File: src/rtl/lcd_refresh_ctrl_if.sv
`default_nettype none
// ============================================================================
// Module   : lcd_refresh_ctrl_if
// Brief    : Character-buffer read port, refresh handshake and LCD pin bundle.
// Revision : 1.0 - initial release
// ============================================================================
interface lcd_refresh_ctrl_if;
  logic       start;
  logic [4:0] char_addr;
  logic [7:0] char_data;
  logic       busy;
  logic       done;
  logic       lcd_rs;
  logic       lcd_rw;
  logic       lcd_en;
  logic [7:0] lcd_data;

  modport master (
    input  start, char_data,
    output char_addr, busy, done, lcd_rs, lcd_rw, lcd_en, lcd_data
  );

  modport slave (
    output start, char_data,
    input  char_addr, busy, done, lcd_rs, lcd_rw, lcd_en, lcd_data
  );
endinterface
`default_nettype wire

File: src/rtl/lcd_refresh_ctrl.sv
`default_nettype none
// ============================================================================
// Module   : lcd_refresh_ctrl
// Brief    : HD44780 16x2 power-up/init sequencer and full-screen refresher.
// Revision : 1.0 - initial release
// ============================================================================
module lcd_refresh_ctrl #(
  parameter int POWERUP_CYC    = 2_000_000,
  parameter int E_PULSE_CYC    = 25,
  parameter int CMD_WAIT_CYC   = 2_500,
  parameter int CLEAR_WAIT_CYC = 100_000
) (
  input  wire logic          clk,
  input  wire logic          rst,
  lcd_refresh_ctrl_if.master bus
);
  localparam int c_max_ab  = (POWERUP_CYC > E_PULSE_CYC) ? POWERUP_CYC : E_PULSE_CYC;
  localparam int c_max_cd  = (CMD_WAIT_CYC > CLEAR_WAIT_CYC) ? CMD_WAIT_CYC : CLEAR_WAIT_CYC;
  localparam int c_cnt_max = (c_max_ab > c_max_cd) ? c_max_ab : c_max_cd;
  localparam int c_cw      = (c_cnt_max > 1) ? $clog2(c_cnt_max) : 1;

  localparam logic [c_cw-1:0] c_pwr_tc = c_cw'(POWERUP_CYC - 1);
  localparam logic [c_cw-1:0] c_pls_tc = c_cw'(E_PULSE_CYC - 1);
  localparam logic [c_cw-1:0] c_cmd_tc = c_cw'(CMD_WAIT_CYC - 1);
  localparam logic [c_cw-1:0] c_clr_tc = c_cw'(CLEAR_WAIT_CYC - 1);
  localparam logic [5:0]      c_init_last = 6'd3;
  localparam logic [5:0]      c_ref_last  = 6'd33;
  localparam logic [5:0]      c_clear_idx = 6'd2;

  typedef enum logic [1:0] {S_PWRUP, S_INIT, S_IDLE, S_REFRESH} state_t;
  typedef enum logic [2:0] {P_ADDR, P_LOAD, P_SETUP, P_PULSE, P_WAIT} phase_t;

  state_t          r_state, w_state_nx;
  phase_t          r_phase, w_phase_nx;
  logic [5:0]      r_idx, w_idx_nx;
  logic [c_cw-1:0] r_cnt, w_cnt_nx, w_wait_tc;
  logic            r_pend, w_pend_nx;
  logic [4:0]      r_addr, w_addr_nx;
  logic [7:0]      r_data, w_data_nx;
  logic            r_rs, w_rs_nx;
  logic            r_en, w_en_nx;
  logic            r_busy, w_busy_nx;
  logic            r_done, w_done_nx;
  logic            w_sending, w_sending_nx;

  // Refresh byte index 0 is the line-1 DDRAM address, 17 the line-2 address.
  function automatic logic is_data(input logic refresh, input logic [5:0] idx);
    return refresh && (idx != 6'd0) && (idx != 6'd17);
  endfunction

  function automatic logic [7:0] cmd_byte(input logic refresh, input logic [5:0] idx);
    logic [7:0] b;
    if (refresh) begin
      b = (idx == 6'd0) ? 8'h80 : 8'hC0;
    end else begin
      case (idx)
        6'd0:    b = 8'h38;
        6'd1:    b = 8'h0C;
        6'd2:    b = 8'h01;
        default: b = 8'h06;
      endcase
    end
    return b;
  endfunction

  function automatic logic [4:0] buf_addr(input logic [5:0] idx);
    return (idx <= 6'd16) ? 5'(idx - 6'd1) : 5'(idx - 6'd2);
  endfunction

  always_comb begin
    w_state_nx = r_state;
    w_phase_nx = r_phase;
    w_idx_nx   = r_idx;
    w_cnt_nx   = r_cnt;
    w_pend_nx  = r_pend;
    w_wait_tc  = (r_state == S_INIT && r_idx == c_clear_idx) ? c_clr_tc : c_cmd_tc;
    w_sending  = (r_state == S_INIT) || (r_state == S_REFRESH);

    case (r_state)
      S_PWRUP: begin
        if (r_cnt == c_pwr_tc) begin
          w_state_nx = S_INIT;
          w_phase_nx = P_ADDR;
          w_idx_nx   = '0;
          w_cnt_nx   = '0;
        end else begin
          w_cnt_nx = r_cnt + 1'b1;
        end
      end
      S_IDLE: begin
        if (bus.start || r_pend) begin
          w_state_nx = S_REFRESH;
          w_phase_nx = P_ADDR;
          w_idx_nx   = '0;
          w_cnt_nx   = '0;
          w_pend_nx  = 1'b0;
        end
      end
      default: begin
        case (r_phase)
          P_ADDR:  w_phase_nx = P_LOAD;
          P_LOAD:  w_phase_nx = P_SETUP;
          P_SETUP: begin
            w_phase_nx = P_PULSE;
            w_cnt_nx   = '0;
          end
          P_PULSE: begin
            if (r_cnt == c_pls_tc) begin
              w_phase_nx = P_WAIT;
              w_cnt_nx   = '0;
            end else begin
              w_cnt_nx = r_cnt + 1'b1;
            end
          end
          default: begin
            if (r_cnt == w_wait_tc) begin
              w_cnt_nx = '0;
              if (r_idx == ((r_state == S_INIT) ? c_init_last : c_ref_last)) begin
                w_state_nx = S_IDLE;
              end else begin
                w_idx_nx   = r_idx + 6'd1;
                w_phase_nx = P_ADDR;
              end
            end else begin
              w_cnt_nx = r_cnt + 1'b1;
            end
          end
        endcase
      end
    endcase

    if (bus.start && r_state != S_IDLE) begin
      w_pend_nx = 1'b1;
    end

    // Outputs are registered from next-state so each takes effect on the cycle it names.
    w_sending_nx = (w_state_nx == S_INIT) || (w_state_nx == S_REFRESH);
    w_addr_nx    = r_addr;
    if (w_state_nx == S_REFRESH && w_phase_nx == P_ADDR && is_data(1'b1, w_idx_nx)) begin
      w_addr_nx = buf_addr(w_idx_nx);
    end

    w_data_nx = r_data;
    w_rs_nx   = r_rs;
    if (w_sending && r_phase == P_LOAD) begin
      w_rs_nx   = is_data(r_state == S_REFRESH, r_idx);
      w_data_nx = w_rs_nx ? bus.char_data : cmd_byte(r_state == S_REFRESH, r_idx);
    end

    w_en_nx   = w_sending_nx && (w_phase_nx == P_PULSE);
    w_done_nx = (w_state_nx == S_REFRESH) && (w_phase_nx == P_WAIT) &&
                (w_idx_nx == c_ref_last) && (w_cnt_nx == c_cmd_tc);
    w_busy_nx = (w_state_nx != S_IDLE) || w_pend_nx;
  end

  always_ff @(posedge clk) begin
    if (rst) begin
      r_state <= S_PWRUP;
      r_phase <= P_ADDR;
      r_idx   <= '0;
      r_cnt   <= '0;
      r_pend  <= 1'b0;
      r_addr  <= '0;
      r_data  <= '0;
      r_rs    <= 1'b0;
      r_en    <= 1'b0;
      r_busy  <= 1'b1;
      r_done  <= 1'b0;
    end else begin
      r_state <= w_state_nx;
      r_phase <= w_phase_nx;
      r_idx   <= w_idx_nx;
      r_cnt   <= w_cnt_nx;
      r_pend  <= w_pend_nx;
      r_addr  <= w_addr_nx;
      r_data  <= w_data_nx;
      r_rs    <= w_rs_nx;
      r_en    <= w_en_nx;
      r_busy  <= w_busy_nx;
      r_done  <= w_done_nx;
    end
  end

  assign bus.char_addr = r_addr;
  assign bus.lcd_data  = r_data;
  assign bus.lcd_rs    = r_rs;
  assign bus.lcd_en    = r_en;
  assign bus.lcd_rw    = 1'b0;
  assign bus.busy      = r_busy;
  assign bus.done      = r_done;
endmodule
`default_nettype wire

File: src/flat_wrapper.sv
// flat-port wrapper written by rule: the top's interface ports become plain ports
module lcd_refresh_ctrl_flat 
#(
  parameter int POWERUP_CYC    = 2_000_000,
  parameter int E_PULSE_CYC    = 25,
  parameter int CMD_WAIT_CYC   = 2_500,
  parameter int CLEAR_WAIT_CYC = 100_000
)
  (clk, rst, bus_start, bus_char_data, bus_char_addr, bus_busy, bus_done, bus_lcd_rs, bus_lcd_rw, bus_lcd_en, bus_lcd_data);
  lcd_refresh_ctrl_if bus_i ();
  input  wire logic clk;
  input  wire logic rst;
  input wire logic [$bits(bus_i.start)-1:0] bus_start;
  input wire logic [$bits(bus_i.char_data)-1:0] bus_char_data;
  output wire logic [$bits(bus_i.char_addr)-1:0] bus_char_addr;
  output wire logic [$bits(bus_i.busy)-1:0] bus_busy;
  output wire logic [$bits(bus_i.done)-1:0] bus_done;
  output wire logic [$bits(bus_i.lcd_rs)-1:0] bus_lcd_rs;
  output wire logic [$bits(bus_i.lcd_rw)-1:0] bus_lcd_rw;
  output wire logic [$bits(bus_i.lcd_en)-1:0] bus_lcd_en;
  output wire logic [$bits(bus_i.lcd_data)-1:0] bus_lcd_data;
  assign bus_i.start = bus_start;
  assign bus_i.char_data = bus_char_data;
  assign bus_char_addr = bus_i.char_addr;
  assign bus_busy = bus_i.busy;
  assign bus_done = bus_i.done;
  assign bus_lcd_rs = bus_i.lcd_rs;
  assign bus_lcd_rw = bus_i.lcd_rw;
  assign bus_lcd_en = bus_i.lcd_en;
  assign bus_lcd_data = bus_i.lcd_data;
  lcd_refresh_ctrl #(.POWERUP_CYC(POWERUP_CYC), .E_PULSE_CYC(E_PULSE_CYC), .CMD_WAIT_CYC(CMD_WAIT_CYC), .CLEAR_WAIT_CYC(CLEAR_WAIT_CYC)) u_core (.clk(clk), .rst(rst), .bus(bus_i));
endmodule
File: config.mk
export PLATFORM = sky130hd
export DESIGN_NAME = lcd_refresh_ctrl_flat
export DESIGN_NICKNAME = d
export VERILOG_FILES = /design/src/rtl/lcd_refresh_ctrl_if.sv /design/src/rtl/lcd_refresh_ctrl.sv /design/src/flat_wrapper.sv
export SDC_FILE = /design/constraint.sdc
export NUM_CORES = 1
export LEC_CHECK = 0
export ABC_CLOCK_PERIOD_IN_PS = 7300
export BUFFER_PORTS_ARGS = -buffer_cell sky130_fd_sc_hd__buf_2
export CAP_MARGIN = 20
export CORE_MARGIN = 5
export CORE_UTILIZATION = 60
export CTS_CLUSTER_SIZE = 14
export DETAILED_ROUTE_END_ITERATION = 8
export PLACE_DENSITY = 0.85
export SETUP_SLACK_MARGIN = 0.05
export SLEW_MARGIN = 0
export SYNTH_ARGS = -nofsm -noshare
export SYNTH_HDL_FRONTEND = slang
export SYNTH_SLANG_ARGS = --single-unit
File: constraint.sdc
create_clock -name clk -period 7.3 [get_ports clk]
set_input_delay 1.825 -clock clk [delete_from_list [all_inputs] [get_ports clk]]
set_output_delay 1.825 -clock clk [all_outputs]
set_load 0.01 [all_outputs]
==> impl_metrics.prom <==
# TYPE chip_impl_metric gauge
chip_impl_metric{name="finalWorstPathRequiredPeriod",unit="ps"} 4511
chip_impl_metric{name="combPwrFrac",unit=""} 0.034
chip_impl_metric{name="syn_nets",unit=""} 501
chip_impl_info{name="classification_of_the_worst_slack_hold_path",value="reg -> reg"} 1
chip_impl_metric{name="async_reset_ff_frac",unit=""} 0
chip_impl_metric{name="fin_area",unit="sq mm"} 0.003807
chip_impl_metric{name="cts_buffer_depth",unit=""} 2
chip_impl_metric{name="maximum_number_of_pins_on_one_net_before_global_route_repair",unit=""} 40
chip_impl_metric{name="finalWorstSetupSlack",unit="ps"} 2789
chip_impl_metric{name="actual_slew_at_the_worst_max_slew_pin",unit="ps"} 854.3
chip_impl_metric{name="finalWeightedCongestion",unit=""} 1.030
chip_impl_metric{name="drc_violation_count_after_routing",unit=""} 0
chip_impl_metric{name="drive_gt1_frac",unit=""} 0.1043
chip_impl_metric{name="nFillCells",unit=""} 507
chip_impl_metric{name="cp.arrival",unit="ps"} 4770
chip_impl_metric{name="switching_share",unit=""} 0.2236
chip_impl_metric{name="ant_nets",unit=""} 0
chip_impl_metric{name="max_fclk",unit="MHz"} 221.7
chip_impl_metric{name="start_util",unit=""} 0.6093
chip_impl_metric{name="port_buffers",unit=""} 27
chip_impl_metric{name="power.ir.vdd_worst",unit="mV"} 0.1171
chip_impl_metric{name="cell_internal_pwr",unit="uW"} 393.4
chip_impl_metric{name="synthToLayoutAreaGrowth",unit="%"} 6.809
chip_impl_metric{name="max_cap_violations",unit=""} 0
chip_impl_metric{name="detail_route.iter0.violations",unit=""} 624
chip_impl_info{name="worst_setup_path_end_kind",value="register"} 1
chip_impl_metric{name="seq_power_share",unit=""} 0.547
chip_impl_metric{name="power.total",unit="uW"} 506.7
chip_impl_metric{name="avgSynthCellArea",unit="sq um"} 7.426
chip_impl_metric{name="clkSlewWorstSetupHoldPaths",unit="ps"} 100
chip_impl_metric{name="whs",unit="ps"} 457.2
chip_impl_metric{name="min_delay_path_depth",unit=""} 2
chip_impl_metric{name="antenna_found_initial",unit=""} 0
chip_impl_metric{name="cts.sink_count",unit=""} 50
chip_impl_info{name="criticalPathCategory",value="reg -> reg"} 1
chip_impl_metric{name="grt_overall_usage",unit=""} 0.3052
chip_impl_metric{name="dp_hpwl",unit="microns"} 8338
chip_impl_metric{name="place_ws",unit="ps"} 2639
chip_impl_metric{name="chipHeight",unit="microns"} 87.08
chip_impl_metric{name="worstRegToRegCells",unit=""} 10
chip_impl_metric{name="yosysSeqAreaShare",unit=""} 0.2808
chip_impl_metric{name="net-switching-power",unit="uW"} 113.3
chip_impl_metric{name="viasPerCell",unit=""} 7.055
chip_impl_info{name="regToRegStartpoint",value="u_core.r_cnt[2]"} 1
chip_impl_metric{name="vias_in_the_first_global_route",unit=""} 3584
chip_impl_metric{name="antenna_cells",unit=""} 0
chip_impl_info{name="ys.flop_type",value="sky130_fd_sc_hd__dfxtp_1"} 1
chip_impl_metric{name="grt_pass1_wl",unit="microns"} 18340
chip_impl_metric{name="setup_slack_of_the_most_critical_reg_to_reg_path",unit="ps"} 2790
chip_impl_info{name="hold_path_startpoint",value="u_core.bus.lcd_rs"} 1
chip_impl_metric{name="synth_enable_flop_cells",unit=""} 0
chip_impl_info{name="final_common_cell",value="sky130_fd_sc_hd__nor2_1"} 1
chip_impl_metric{name="power_density",unit="mW/mm^2"} 133.1
chip_impl_metric{name="dieArea",unit="sq mm"} 0.007583
chip_impl_metric{name="drt-pass1-iter-count",unit=""} 7
chip_impl_metric{name="reported_leakage_power",unit="nW"} 1.336
chip_impl_metric{name="cell_area_synth",unit="sq mm"} 0.003565
chip_impl_info{name="top_library_cells_by_usage_in_the_layout_fill_and_taps_aside",value="58 x sky130_fd_sc_hd__nor2_1, 51 x sky130_fd_sc_hd__nand2_1, 50 x sky130_fd_sc_hd__dfxtp_1"} 1
chip_impl_info{name="cts.root.buffer_cell",value="sky130_fd_sc_hd__clkbuf_8"} 1
chip_impl_metric{name="final.setup_skew",unit="ps"} 12.70
chip_impl_info{name="grt_setup_unrepaired",value="false"} 1
chip_impl_metric{name="totalWireLength",unit="microns"} 11300
chip_impl_metric{name="ys_warns",unit=""} 0
chip_impl_metric{name="timing.critical_path.required",unit="ps"} 7560
chip_impl_metric{name="post_cts.repair.setup_buffers",unit=""} 0
chip_impl_metric{name="synth_cell_type_count",unit=""} 72
chip_impl_metric{name="overflow",unit=""} 0
chip_impl_metric{name="route.detailed.wl_per_inst",unit="microns"} 20.04
chip_impl_metric{name="ios",unit=""} 29
chip_impl_metric{name="final_worst_path_cycle_share",unit=""} 0.6179
chip_impl_metric{name="maxSlewHeadroom",unit=""} 0.4252
chip_impl_metric{name="layout.nets",unit=""} 509
chip_impl_metric{name="multiInputGateArea",unit="sq mm"} 0.002377
chip_impl_metric{name="final-max-slew-violation-count",unit=""} 0
chip_impl_metric{name="postSynthRegisterBits",unit=""} 50
chip_impl_metric{name="vias_after_detailed_routing",unit=""} 3979
chip_impl_metric{name="finalSetupViolations",unit=""} 0
chip_impl_metric{name="synthCells",unit=""} 480
chip_impl_metric{name="path_max_fanout",unit=""} 12
chip_impl_info{name="end_of_the_worst_hold_path",value="u_core.bus.lcd_rs"} 1
chip_impl_info{name="crit_path_start_kind",value="register"} 1
chip_impl_metric{name="cts-buffers-inserted",unit=""} 5
chip_impl_metric{name="floorplan.core_area",unit="sq mm"} 0.005851
chip_impl_metric{name="hold_vio_cnt_final",unit=""} 0
chip_impl_info{name="r2r_end",value="u_core.bus.char_addr[0]"} 1
chip_impl_metric{name="clock_power_frac",unit=""} 0.419
chip_impl_metric{name="cts_max_level",unit=""} 2
chip_impl_info{name="clock_tree_from_tritoncts",value="done"} 1
chip_impl_metric{name="die_w",unit="microns"} 87.08
chip_impl_metric{name="placement_rows",unit=""} 28
chip_impl_metric{name="post_cts_resized",unit=""} 0
chip_impl_metric{name="holdBufCountCts",unit=""} 0
chip_impl_metric{name="post_dp_cell_area",unit="sq mm"} 0.003686
chip_impl_metric{name="sequential_cell_area",unit="sq mm"} 0.001001
chip_impl_metric{name="finalSetupTns",unit="ps"} 0
chip_impl_metric{name="worst_skew_late_latency",unit="ps"} 310
chip_impl_info{name="run_status",value="finished, final reports clean"} 1
critical path: stages, from the launching register on:
cell and delay, ps:
sky130_fd_sc_hd__dfxtp_1 540, sky130_fd_sc_hd__nand3_1 390, sky130_fd_sc_hd__or4_4 690, sky130_fd_sc_hd__o41a_1 600, sky130_fd_sc_hd__o311ai_1 710, sky130_fd_sc_hd__inv_1 150, sky130_fd_sc_hd__ha_1 280, sky130_fd_sc_hd__mux2i_1 170
sky130_fd_sc_hd__or3_1 150, sky130_fd_sc_hd__nor3b_1 540, sky130_fd_sc_hd__a22o_1 220
registers in the layout, summed over array words and instances, names as in the netlist, 2 cells and up:
signal / flops
u_core.bus.char_addr: 5
u_core.r_phase: 3
u_core.r_idx: 6
u_core.bus.lcd_data: 8
u_core.r_state: 2
u_core.r_cnt: 21
through the flow:
stage          utilization  instances
2_1_floorplan            -        480
3_3_place_gp        0.6300        556
3_5_place_dp        0.6300        556
4_1_cts             0.6508        564
5_1_grt             0.6508        564
6_report            0.6508        564
logic make-up after synthesis:
| group | share of synthesized area |
|---|---|
| other | 0.001052 |
| buffers and inverters | 0.05230 |
| XOR/XNOR | 0.004915 |
| AND/OR/NAND/NOR | 0.3275 |
| flip-flops | 0.2808 |
| adder cells (fa/ha/maj) | 0.03510 |
| AO/OA/AOI/OAI | 0.2724 |
| multiplexers | 0.02597 |
synth_stat cells (3+ instances only):
master,instances,area [sq um]
sky130_fd_sc_hd__o41a_1,3,33.78
sky130_fd_sc_hd__nand3_1,21,105.1
sky130_fd_sc_hd__o22ai_1,5,31.28
sky130_fd_sc_hd__nand4_1,5,31.28
sky130_fd_sc_hd__o31a_1,3,26.28
sky130_fd_sc_hd__a221oi_1,4,35.03
sky130_fd_sc_hd__o31ai_1,9,67.56
sky130_fd_sc_hd__buf_1,3,11.26
sky130_fd_sc_hd__nor3_1,14,70.07
sky130_fd_sc_hd__a31oi_1,5,31.28
sky130_fd_sc_hd__nor2b_1,12,75.07
sky130_fd_sc_hd__or4_1,13,97.59
sky130_fd_sc_hd__o21ai_0,20,100.1
sky130_fd_sc_hd__or3_1,8,50.05
sky130_fd_sc_hd__nor4b_1,4,35.03
sky130_fd_sc_hd__dfxtp_1,50,1001
sky130_fd_sc_hd__nor2_1,58,217.7
sky130_fd_sc_hd__o211ai_1,3,22.52
sky130_fd_sc_hd__a21o_1,4,30.03
sky130_fd_sc_hd__a22o_1,5,43.79
sky130_fd_sc_hd__clkbuf_1,21,78.83
sky130_fd_sc_hd__a21boi_0,3,22.52
sky130_fd_sc_hd__o21a_1,3,22.52
sky130_fd_sc_hd__nor4_1,10,62.56
sky130_fd_sc_hd__a2111oi_0,3,26.28
sky130_fd_sc_hd__nand3b_1,3,22.52
sky130_fd_sc_hd__mux2i_1,7,70.07
sky130_fd_sc_hd__inv_1,15,56.30
sky130_fd_sc_hd__a211o_1,3,26.28
sky130_fd_sc_hd__a21oi_1,34,170.2
sky130_fd_sc_hd__a22oi_1,3,22.52
sky130_fd_sc_hd__or2_2,4,25.02
sky130_fd_sc_hd__ha_1,10,125.1
sky130_fd_sc_hd__a311oi_1,3,26.28
sky130_fd_sc_hd__a211oi_1,6,45.04
sky130_fd_sc_hd__nand2_1,51,191.4
layout make-up:
type | count | share of cell area
clock buffers | 6 | 0.02169
clock inverters | 2 | 0.01019
inverters | 15 | 0.01479
multi-input cells | 386 | 0.6244
flip-flops and latches | 50 | 0.2629
well taps | 75 | 0.02465
repair buffers | 30 | 0.04141
worst max path at each step:
| stage | start | end | cells after the start |
|---|---|---|---|
| 2_1_floorplan | bus_start | u_core.bus.char_addr[0] | 10 |
| 3_3_place_gp | bus_start | u_core.bus.char_addr[2] | 11 |
| 3_5_place_dp | bus_start | u_core.bus.char_addr[4] | 11 |
| 4_1_cts | u_core.r_cnt[2] | u_core.bus.char_addr[0] | 10 |
| 5_1_grt | u_core.r_cnt[2] | u_core.bus.char_addr[0] | 10 |
| 6_report | u_core.r_cnt[2] | u_core.bus.char_addr[0] | 10 |
power by group through the flow:
| stage | combinational (mW) | clock, mW | sequential, mW |
|---|---|---|---|
| 2_1_floorplan | 0.0118 | 0 | 0.282 |
| 3_3_place_gp | 0.0161 | 0 | 0.284 |
| 3_5_place_dp | 0.0164 | 0 | 0.284 |
| 4_1_cts | 0.0165 | 0.215 | 0.277 |
| 5_1_grt | 0.0191 | 0.229 | 0.278 |
| 6_report | 0.0170 | 0.212 | 0.277 |
per-layer routing:
layer / GRT usage / wire length (microns)
met1: 0.4385 / 4771
met2: 0.4451 / 4891
met3: 0.06055 / 1313
met4: 0.1204 / 325
met5: 0 / 0
Power figures use the tool's default switching activity.
